==> config.mk <==
export PLATFORM = sky130hd
export DESIGN_NAME = parking_gate_ctrl
export DESIGN_NICKNAME = d
export VERILOG_FILES = /design/src/rtl/parking_gate_ctrl.sv
export SDC_FILE = /design/constraint.sdc
export NUM_CORES = 1
export LEC_CHECK = 0
export ABC_AREA = 0
export CORE_ASPECT_RATIO = 1.25
export CORE_MARGIN = 1
export CORE_UTILIZATION = 24
export DETAILED_ROUTE_END_ITERATION = 10
export GPL_TIMING_DRIVEN = 0
export PLACE_DENSITY_LB_ADDON = 0.25
export SYNTH_ARGS = -nofsm -noshare
export SYNTH_HDL_FRONTEND = slang
export SYNTH_SLANG_ARGS = --single-unit
export TNS_END_PERCENT = 20
==> constraint.sdc <==
create_clock -name clk -period 1.5 [get_ports clk]
set_clock_uncertainty 0.05 [all_clocks]
set_input_delay 0.45 -clock clk [delete_from_list [all_inputs] [get_ports clk]]
set_output_delay 0.45 -clock clk [all_outputs]
set_load 0.01 [all_outputs]
==> src/rtl/parking_gate_ctrl.sv <==
`default_nettype none
// ============================================================================
// Module      : parking_gate_ctrl
// Description : Car-park entry gate controller for a single entry lane.
//               A car at the front sensor must present the correct keypad
//               password before the gate opens. Also tracks occupancy against
//               a capacity limit, abandons stalled sessions after a timeout,
//               and locks the lane out (with an alarm) after repeated wrong
//               passwords.
// Ports       : clk            - system clock, rising edge
//               rstn           - asynchronous active-low reset
//               front_sensor   - car present at entry
//               back_sensor    - car has passed the gate
//               exit_sensor    - car leaving (level, rising edge counted)
//               password       - keypad value, sampled when pass_valid=1
//               pass_valid     - one-cycle password strobe
//               green_LED      - gate open
//               red_LED        - stop / error / full
//               alarm          - lockout active
//               full           - occupancy == CAPACITY
//               occupancy      - cars currently parked
//               display_screen - status code
// Revision    : 1.0 - initial release
// ============================================================================
module parking_gate_ctrl #(
  parameter int                PASS_W      = 4,
  parameter logic [PASS_W-1:0] PASSWORD    = 4'hA,
  parameter int                CAPACITY    = 8,
  parameter int                CNT_W       = 4,
  parameter int                TIMEOUT_CYC = 16,
  parameter int                MAX_TRIES   = 3,
  parameter int                LOCKOUT_CYC = 32
) (
  input  logic              clk,
  input  logic              rstn,
  input  logic              front_sensor,
  input  logic              back_sensor,
  input  logic              exit_sensor,
  input  logic [PASS_W-1:0] password,
  input  logic              pass_valid,
  output logic              green_LED,
  output logic              red_LED,
  output logic              alarm,
  output logic              full,
  output logic [CNT_W-1:0]  occupancy,
  output logic [3:0]        display_screen
);

  // One timer serves both the session timeouts and the lockout period.
  localparam int c_TMR_MAX = (TIMEOUT_CYC > LOCKOUT_CYC) ? TIMEOUT_CYC : LOCKOUT_CYC;
  localparam int c_TMR_W   = $clog2(c_TMR_MAX + 1);
  localparam int c_TRY_W   = $clog2(MAX_TRIES + 1);

  localparam logic [c_TMR_W-1:0] c_TIMEOUT_LAST = c_TMR_W'(TIMEOUT_CYC - 1);
  localparam logic [c_TMR_W-1:0] c_LOCKOUT_LAST = c_TMR_W'(LOCKOUT_CYC - 1);
  localparam logic [c_TRY_W-1:0] c_TRY_LIMIT    = c_TRY_W'(MAX_TRIES);
  localparam logic [CNT_W-1:0]   c_CAP          = CNT_W'(CAPACITY);

  // State encoding doubles as the display code for every state.
  typedef enum logic [2:0] {
    S_IDLE       = 3'd0,
    S_WAIT_PASS  = 3'd1,
    S_RIGHT_PASS = 3'd2,
    S_WRONG_PASS = 3'd3,
    S_STOP       = 3'd4,
    S_LOCKOUT    = 3'd5
  } state_t;

  state_t               r_state, w_state_nxt;
  logic [c_TMR_W-1:0]   r_timer, w_timer_nxt;
  logic [c_TRY_W-1:0]   r_tries, w_tries_nxt;
  logic [CNT_W-1:0]     r_occ, w_occ_nxt;
  logic                 r_full;
  logic                 r_exit_q;

  logic                 w_pass_ok;
  logic                 w_pass_bad;
  logic [c_TRY_W-1:0]   w_tries_inc;
  state_t               w_wrong_state;
  logic                 w_entry;
  logic                 w_exit_edge;

  assign w_pass_ok     = pass_valid && (password == PASSWORD);
  assign w_pass_bad    = pass_valid && (password != PASSWORD);
  assign w_tries_inc   = r_tries + 1'b1;
  assign w_wrong_state = (w_tries_inc == c_TRY_LIMIT) ? S_LOCKOUT : S_WRONG_PASS;
  assign w_exit_edge   = exit_sensor && !r_exit_q;

  // --------------------------------------------------------------------------
  // State register and counters
  // --------------------------------------------------------------------------
  always_ff @(posedge clk or negedge rstn) begin
    if (!rstn) begin
      r_state  <= S_IDLE;
      r_timer  <= '0;
      r_tries  <= '0;
      r_occ    <= '0;
      r_full   <= 1'b0;
      r_exit_q <= 1'b0;
    end else begin
      r_state  <= w_state_nxt;
      r_timer  <= w_timer_nxt;
      r_tries  <= w_tries_nxt;
      r_occ    <= w_occ_nxt;
      r_full   <= (w_occ_nxt == c_CAP);
      r_exit_q <= exit_sensor;
    end
  end

  // --------------------------------------------------------------------------
  // Next-state logic
  // --------------------------------------------------------------------------
  always_comb begin
    w_state_nxt = r_state;
    w_timer_nxt = r_timer;
    w_tries_nxt = r_tries;
    w_entry     = 1'b0;

    case (r_state)
      S_IDLE: begin
        if (front_sensor && !r_full) begin
          w_state_nxt = S_WAIT_PASS;
          w_timer_nxt = '0;
          w_tries_nxt = '0;
        end
      end

      S_WAIT_PASS, S_WRONG_PASS: begin
        if (w_pass_ok) begin
          w_state_nxt = S_RIGHT_PASS;
          w_timer_nxt = '0;
        end else if (w_pass_bad) begin
          w_state_nxt = w_wrong_state;
          w_tries_nxt = w_tries_inc;
          w_timer_nxt = '0;
        end else if (r_timer == c_TIMEOUT_LAST) begin
          w_state_nxt = S_IDLE;
          w_tries_nxt = '0;
          w_timer_nxt = '0;
        end else begin
          w_timer_nxt = r_timer + 1'b1;
        end
      end

      S_RIGHT_PASS: begin
        if (back_sensor) begin
          w_entry     = 1'b1;
          w_tries_nxt = '0;
          w_timer_nxt = '0;
          // A car still at the front sensor as the first one passes is a
          // tailgater: hold it at STOP until it presents its own password.
          w_state_nxt = front_sensor ? S_STOP : S_IDLE;
        end else if (r_timer == c_TIMEOUT_LAST) begin
          w_state_nxt = S_IDLE;
          w_timer_nxt = '0;
        end else begin
          w_timer_nxt = r_timer + 1'b1;
        end
      end

      S_STOP: begin
        // The tailgater may have filled the park; never open onto a full park.
        if (w_pass_ok) begin
          w_state_nxt = r_full ? S_IDLE : S_RIGHT_PASS;
          w_timer_nxt = '0;
        end else if (w_pass_bad) begin
          w_state_nxt = w_wrong_state;
          w_tries_nxt = w_tries_inc;
          w_timer_nxt = '0;
        end
      end

      S_LOCKOUT: begin
        if (r_timer == c_LOCKOUT_LAST) begin
          w_state_nxt = S_IDLE;
          w_tries_nxt = '0;
          w_timer_nxt = '0;
        end else begin
          w_timer_nxt = r_timer + 1'b1;
        end
      end

      default: begin
        w_state_nxt = S_IDLE;
        w_timer_nxt = '0;
        w_tries_nxt = '0;
      end
    endcase
  end

  // --------------------------------------------------------------------------
  // Occupancy: simultaneous entry and exit cancel; both ends saturate.
  // --------------------------------------------------------------------------
  always_comb begin
    w_occ_nxt = r_occ;
    if (w_entry && !w_exit_edge) begin
      if (r_occ != c_CAP) begin
        w_occ_nxt = r_occ + 1'b1;
      end
    end else if (w_exit_edge && !w_entry) begin
      if (r_occ != '0) begin
        w_occ_nxt = r_occ - 1'b1;
      end
    end
  end

  // --------------------------------------------------------------------------
  // Moore outputs
  // --------------------------------------------------------------------------
  assign green_LED      = (r_state == S_RIGHT_PASS);
  assign red_LED        = (r_state == S_WRONG_PASS) || (r_state == S_STOP) ||
                          (r_state == S_LOCKOUT) || ((r_state == S_IDLE) && r_full);
  assign alarm          = (r_state == S_LOCKOUT);
  assign full           = r_full;
  assign occupancy      = r_occ;
  assign display_screen = ((r_state == S_IDLE) && r_full) ? 4'h6 : {1'b0, r_state};

endmodule
`default_nettype wire
Yosys cells after proc, flatten, opt, wreduce, memory -nomap -nowiden
Index checks and enable logic that the tools add are counted.

storage, ports and cells
  bits of input ports = 10
  logic and storage cells = 87
  output and inout bits = 12
  bits in registers = 17

operators by class
  equality and inequality tests = 20
  reduce and logical (&&, ||, !) cells = 20
  $add $sub $neg = 4
  mux-type cells = 37

operators with widths
  cell                                                                    count
  6-bit two-way mux                                                       8
  3-bit two-way mux                                                       11
  6-bit one-hot mux with 5 select lines                                   1
  2-bit two-way mux                                                       9
  4-bit two-way mux                                                       4
  3-bit one-hot mux with 5 select lines                                   1
  2-bit inequality test (second input constant)                           5
  2-bit one-hot mux with 5 select lines                                   1
  4-bit equality test (second input constant)                             2
  4-bit inequality test (second input constant)                           2
  1-bit logical AND                                                       7
  7-bit AND reduction                                                     1
  6-bit by 1-bit adder with 6-bit output (second input constant)          1
  3-bit by 2-bit equality test with 1-bit output (second input constant)  2
  3-bit equality test (second input constant)                             2
  6-bit by 4-bit equality test with 1-bit output (second input constant)  1
  6-bit by 5-bit equality test with 1-bit output (second input constant)  1
  3-bit inequality test (second input constant)                           2
  4-bit by 1-bit adder with 4-bit output (second input constant)          1
  1-bit zero test                                                         4
  4-bit nonzero test                                                      1
  4-bit by 1-bit subtractor with 4-bit output (second input constant)     1
  3-bit by 1-bit equality test with 1-bit output (second input constant)  1
  3-bit zero test                                                         1
  8 further kinds                                                         11

Depth between registers and ports, before layout
Gate-level depths: netlist of run 1.

  depth after elaboration = 7
  gate-level depth with buffers = 7
  mapped depth without buffers = 7

Least setup slack after synthesis of run 1
No wires, ideal clock.

  path type = reg-to-reg
  start = reg r_occ[1] (netlist: occupancy[1])
  end = reg r_full (netlist: full)
  arrival time = 1.521 ns
  stages on the path, launching flop included = 8
  setup slack = -0.166 ns
  period minus slack after synthesis = 1.666 ns
  setup time = 0.095 ns
  buffers on the path = 0
  required time = 1.355 ns
  path through = dfrtp_1 > inv_1 > ha_1 > inv_1 > nor3_1 > a221o_1 > o2bb2ai_2 > nor4b_2

on the way
  longest elaborated chain between the ends = 5
  elaborated cells between the ends (all ways) = 9
  those cells by class = add/sub (2); eq/ne (2); mux (4); reduce/logical (1)

ends and longest elaborated chain
  item                                                                                      line      source
  start, declared                                                                           72        logic [CNT_W-1:0] r_occ, w_occ_nxt;
  start signal, assigned                                                                    104       r_occ <= w_occ_nxt;
  4-bit by 1-bit subtractor with 4-bit output / 4-bit nonzero test (equally long branches)  202, 201
  4-bit two-way mux                                                                         201       if (r_occ != '0) begin
  4-bit two-way mux                                                                         200       end else if (w_exit_edge && !w_entry) begin
  4-bit two-way mux *                                                                       196       if (w_entry && !w_exit_edge) begin
  net w_occ_nxt[2]                                                                          72
  4-bit equality test *                                                                     105       r_full <= (w_occ_nxt == c_CAP);
  end signal, assigned                                                                      105
  end, declared                                                                             73        logic r_full;

The timed path passes the listed nets; every way through them passes the cells marked *.
A chain may end at the register's enable or synchronous reset.

Final worst setup path of run 1
  start = reg r_full (netlist: full)
  end = out full

RTL lines
  item           line  source
  end, declared  44    output logic full,

No word-level cell between the ends.

==> impl_metrics.py, run 1 <==
metrics = {
    "cts": {
        "cts_buffer_depth": 2,
        "cts_tree": "yes",
        "numClockSinks": 17,
        "clock_latency_ps": 260,
        "cts_max_level": 1,
        "cts_buffers": 3,
        "root_buffer": "clkbuf_8",
        "cts.clk_slew.worst_paths_ps": 70,
    },
    "worst_setup_path": {
        "crit_arrival_ps": 1340,
        "end_kind": "output pin",
        "crit_path_start": "full$_DFF_PN0_",
        "slowest_stage": "clkdlybuf4s50_1",
        "crit_buf_inv": 1,
        "r2r-start": "r_state[1]$_DFFE_PN0P_",
        "cp_cell_sequence": "clkdlybuf4s50_1",
        "path_delay_family": "buffers and inverters",
        "critical_path.max_fanout": 6,
        "crit_type": "flop to output pin",
        "crit_required_ps": 1000,
        "critPathMaxStageDelay_ps": 590,
        "crit_path_start_kind": "flop",
    },
    "detailed_routing": {
        "drt_first_iter_violations": 40,
        "wl_per_cell_um": 14.2,
        "post-route-drc-count": 0,
        "routed_via_density": 5.04,
        "via_count": 1256,
        "drt_pass1_iterations": 4,
        "wl_um": 3530,
        "antenna_left": 0,
    },
    "final_layout": {
        "syn_to_final_growth_pct": 51.9,
        "drive_above_1_share_pct": 36.9,
        "final_area_mm2": 0.00193,
        "diodes": 0,
        "final_net_count": 202,
    },
    "timing": {
        "tightestPinTransition_ps": 777,
        "hold_violations": 0,
        "max_freq_mhz": 543,
        "period_needed_ps": 1840,
        "setup_viol": 19,
        "slew-limit-headroom_pct": 48.1,
        "final.setup.tns_ps": -3250,
        "setup_ws_ps": -340,
        "rsz0062_at_grt": "yes",
        "timing.final.crit_share_pct": 123,
        "slew_viol_final": 0,
    },
    "floorplanning": {
        "num_rows": 29,
        "dieArea_mm2": 0.00558,
        "core_mm2": 0.00508,
        "start_util_pct": 25.0,
        "die_w_um": 67.0,
        "dieHeight_um": 83.3,
        "io_pins": 22,
    },
    "grt": {
        "gr-max-usage-layer": "met2",
        "use_met2_pct": 23.9,
        "track_usage_pct": 13.9,
        "grt_use_met1_pct": 16.4,
        "globalRouteMet3Util_pct": 2.47,
        "antenna_found_initial": 0,
        "grt_pass1_wl_um": 6040,
        "first_global_vias": 1329,
        "grt_start_max_net_pins": 18,
        "grt_overflow": 0,
    },
    "hold_path": {
        "hold_class": "primary input to flop",
        "hold_start": "exit_sensor",
    },
    "synth": {
        "synth_cell_types": 52,
        "synth_top_area_cell": "dfrtp_1",
        "synth-seq-area-share_pct": 33.5,
        "yosys_warnings": 0,
        "synth_top_area_share_pct": 33.5,
        "ys.flop_type": "dfrtp_1",
        "syn_area_mm2": 0.00127,
        "netlist_top_cells_area": "dfrtp_1 34%, ha_1 3.9%, nand2_1 3.8%, o211ai_1 3.6%, a21oi_1 3.2%",
        "synth_fp_nets": 159,
        "synth.avg_cell_area_um2": 8.75,
        "synth_seq_cells": 17,
        "netlist_instances": 145,
        "synth_edf_count": 0,
        "synth_async_sr_flop_share_pct": 100,
    },
    "power_and_ir_drop": {
        "pwr_density_cell_mw_per_mm2": 1660,
        "combPwrFrac_pct": 62.7,
        "pwr-share-seq_pct": 26.5,
        "p_clk_share_pct": 10.8,
        "finalPower_mw": 3.20,
        "p_leak_nw": 0.838,
        "switching_share_pct": 42.6,
        "ir_drop_uv": 516,
        "switchingPower_mw": 1.36,
        "p_int_mw": 1.84,
    },
    "placed_design": {
        "gp_congestion": 0.796,
        "placed_area_mm2": 0.00155,
        "dp_hpwl_um": 2450,
        "portBuffers": 20,
    },
    "run_status": {
        "violations": "setup timing",
        "outcome": "finished with violations",
    },
    "flow_run": {
        "maxCapViolations": 0,
    },
}
[power by group through the flow]
stage | Sequential (mW) | Combinational (mW) | Clock, mW
2_1_floorplan | 0.820 | 0.999 | 0
3_3_place_gp | 0.852 | 1.55 | 0
3_5_place_dp | 0.846 | 1.56 | 0
4_1_cts | 0.832 | 1.93 | 0.363
5_1_grt | 0.876 | 2.21 | 0.389
6_report | 0.848 | 2.01 | 0.347
[logic make-up after synthesis]
| logic type | count (synthesis) | share of synthesized area [%] |
|---|---|---|
| other | 1 | 0.296 |
| AND/OR/NAND/NOR | 55 | 26.5 |
| flip-flops | 17 | 33.5 |
| multiplexers | 1 | 0.789 |
| buffers and inverters | 16 | 5.92 |
| AO/OA/AOI/OAI | 47 | 26.2 |
| XOR/XNOR | 4 | 2.76 |
| adder cells (fa/ha/maj) | 4 | 3.94 |
[Yosys cell counts, types with 2 or more instances]
master / number
xnor2_1: 4
nor2b_1: 3
o21ai_0: 5
nor3_1: 4
a31oi_1: 4
ha_1: 4
nand2b_1: 2
and3_1: 3
nand3_1: 7
o21ai_1: 3
a21oi_1: 8
nand3b_1: 2
nor3b_1: 2
o2bb2ai_1: 3
inv_1: 8
o211ai_1: 6
clkbuf_1: 3
nor2_1: 8
a21o_1: 4
dfrtp_1: 17
nand2_1: 13
buf_2: 2
[state kept, by name (all words and copies together), names as in the netlist]
name,count
r_timer,6
occupancy,4
r_state,3
r_tries,2
full,1
r_exit_q,1
[area by class of cell]
type | instances | area [um2]
Timing Repair Buffer | 40 | 340
Clock buffer | 4 | 45.0
Tap cell | 62 | 77.6
Fill cell | 509 | 3150
Buffer | 6 | 60.1
Inverter | 8 | 30.0
Multi-Input combinational cell | 112 | 942
Sequential cell | 17 | 432
[cell usage in the layout, fill, tap and decap left out, types with 4 or more instances in the layout]
| cell | netlist | routed |
|---|---|---|
| dfrtp_2 | 0 | 5 |
| o21ai_0 | 5 | 4 |
| nor2_1 | 8 | 5 |
| inv_1 | 8 | 6 |
| o211ai_1 | 6 | 6 |
| a21o_1 | 4 | 4 |
| a21oi_1 | 8 | 5 |
| dlygate4sd2_1 | 0 | 4 |
| buf_4 | 1 | 18 |
| buf_2 | 2 | 5 |
| clkdlybuf4s50_1 | 0 | 6 |
| nand2_1 | 13 | 12 |
| dfrtp_1 | 17 | 12 |
| nand3_1 | 7 | 5 |
[timing repair]
item | CTS | global route
setup endpoints to repair | 27 | 26
hold buffers | 0 | 0
pin swaps | 14 | 12
buffers inserted | 17 | 3
resized for setup | 63 | 18
[path summary, 6_finish.rpt]
kind	to	slack, ps	depth (start not counted)
max	full	-340	1
min	r_exit_q$_DFF_PN0_	380	1
max reg2reg	full$_DFF_PN0_	-340	6
min reg2reg	r_tries[0]$_DFFE_PN0P_	450	1
max in group asynchronous	occupancy[0]$_DFF_PN0_	260	1
min in group asynchronous	r_timer[3]$_DFFE_PN0P_	590	1
[per-layer routing]
metal,up-vias,wire length (um)
li1,625,-
met1,598,1500
met2,28,1840
met3,5,133
met4,0,53
met5,-,0
[stage by stage]
step	utilization, %	setup WS [ps]	cells	hold WS, ps
6_report	37.9	-340	249	381
5_1_grt	37.9	-411	249	386
4_1_cts	36.4	-301	248	374
3_5_place_dp	30.5	-852	227	443
3_3_place_gp	30.5	-845	227	437
2_1_floorplan	-	-133	145	104
Note: power is estimated with default switching activity, not from simulation.
==> run 2, diff against run 1 <==
--- a/config.mk
+++ b/config.mk
@@ -6,6 +6,7 @@
 export NUM_CORES = 1
 export LEC_CHECK = 0
 export ABC_AREA = 0
+export CAP_MARGIN = 5
 export CORE_ASPECT_RATIO = 1.25
 export CORE_MARGIN = 1
 export CORE_UTILIZATION = 24
==> results of run 2 <==
Same layout as run 1: the final DEF is identical, and so are final timing and power.
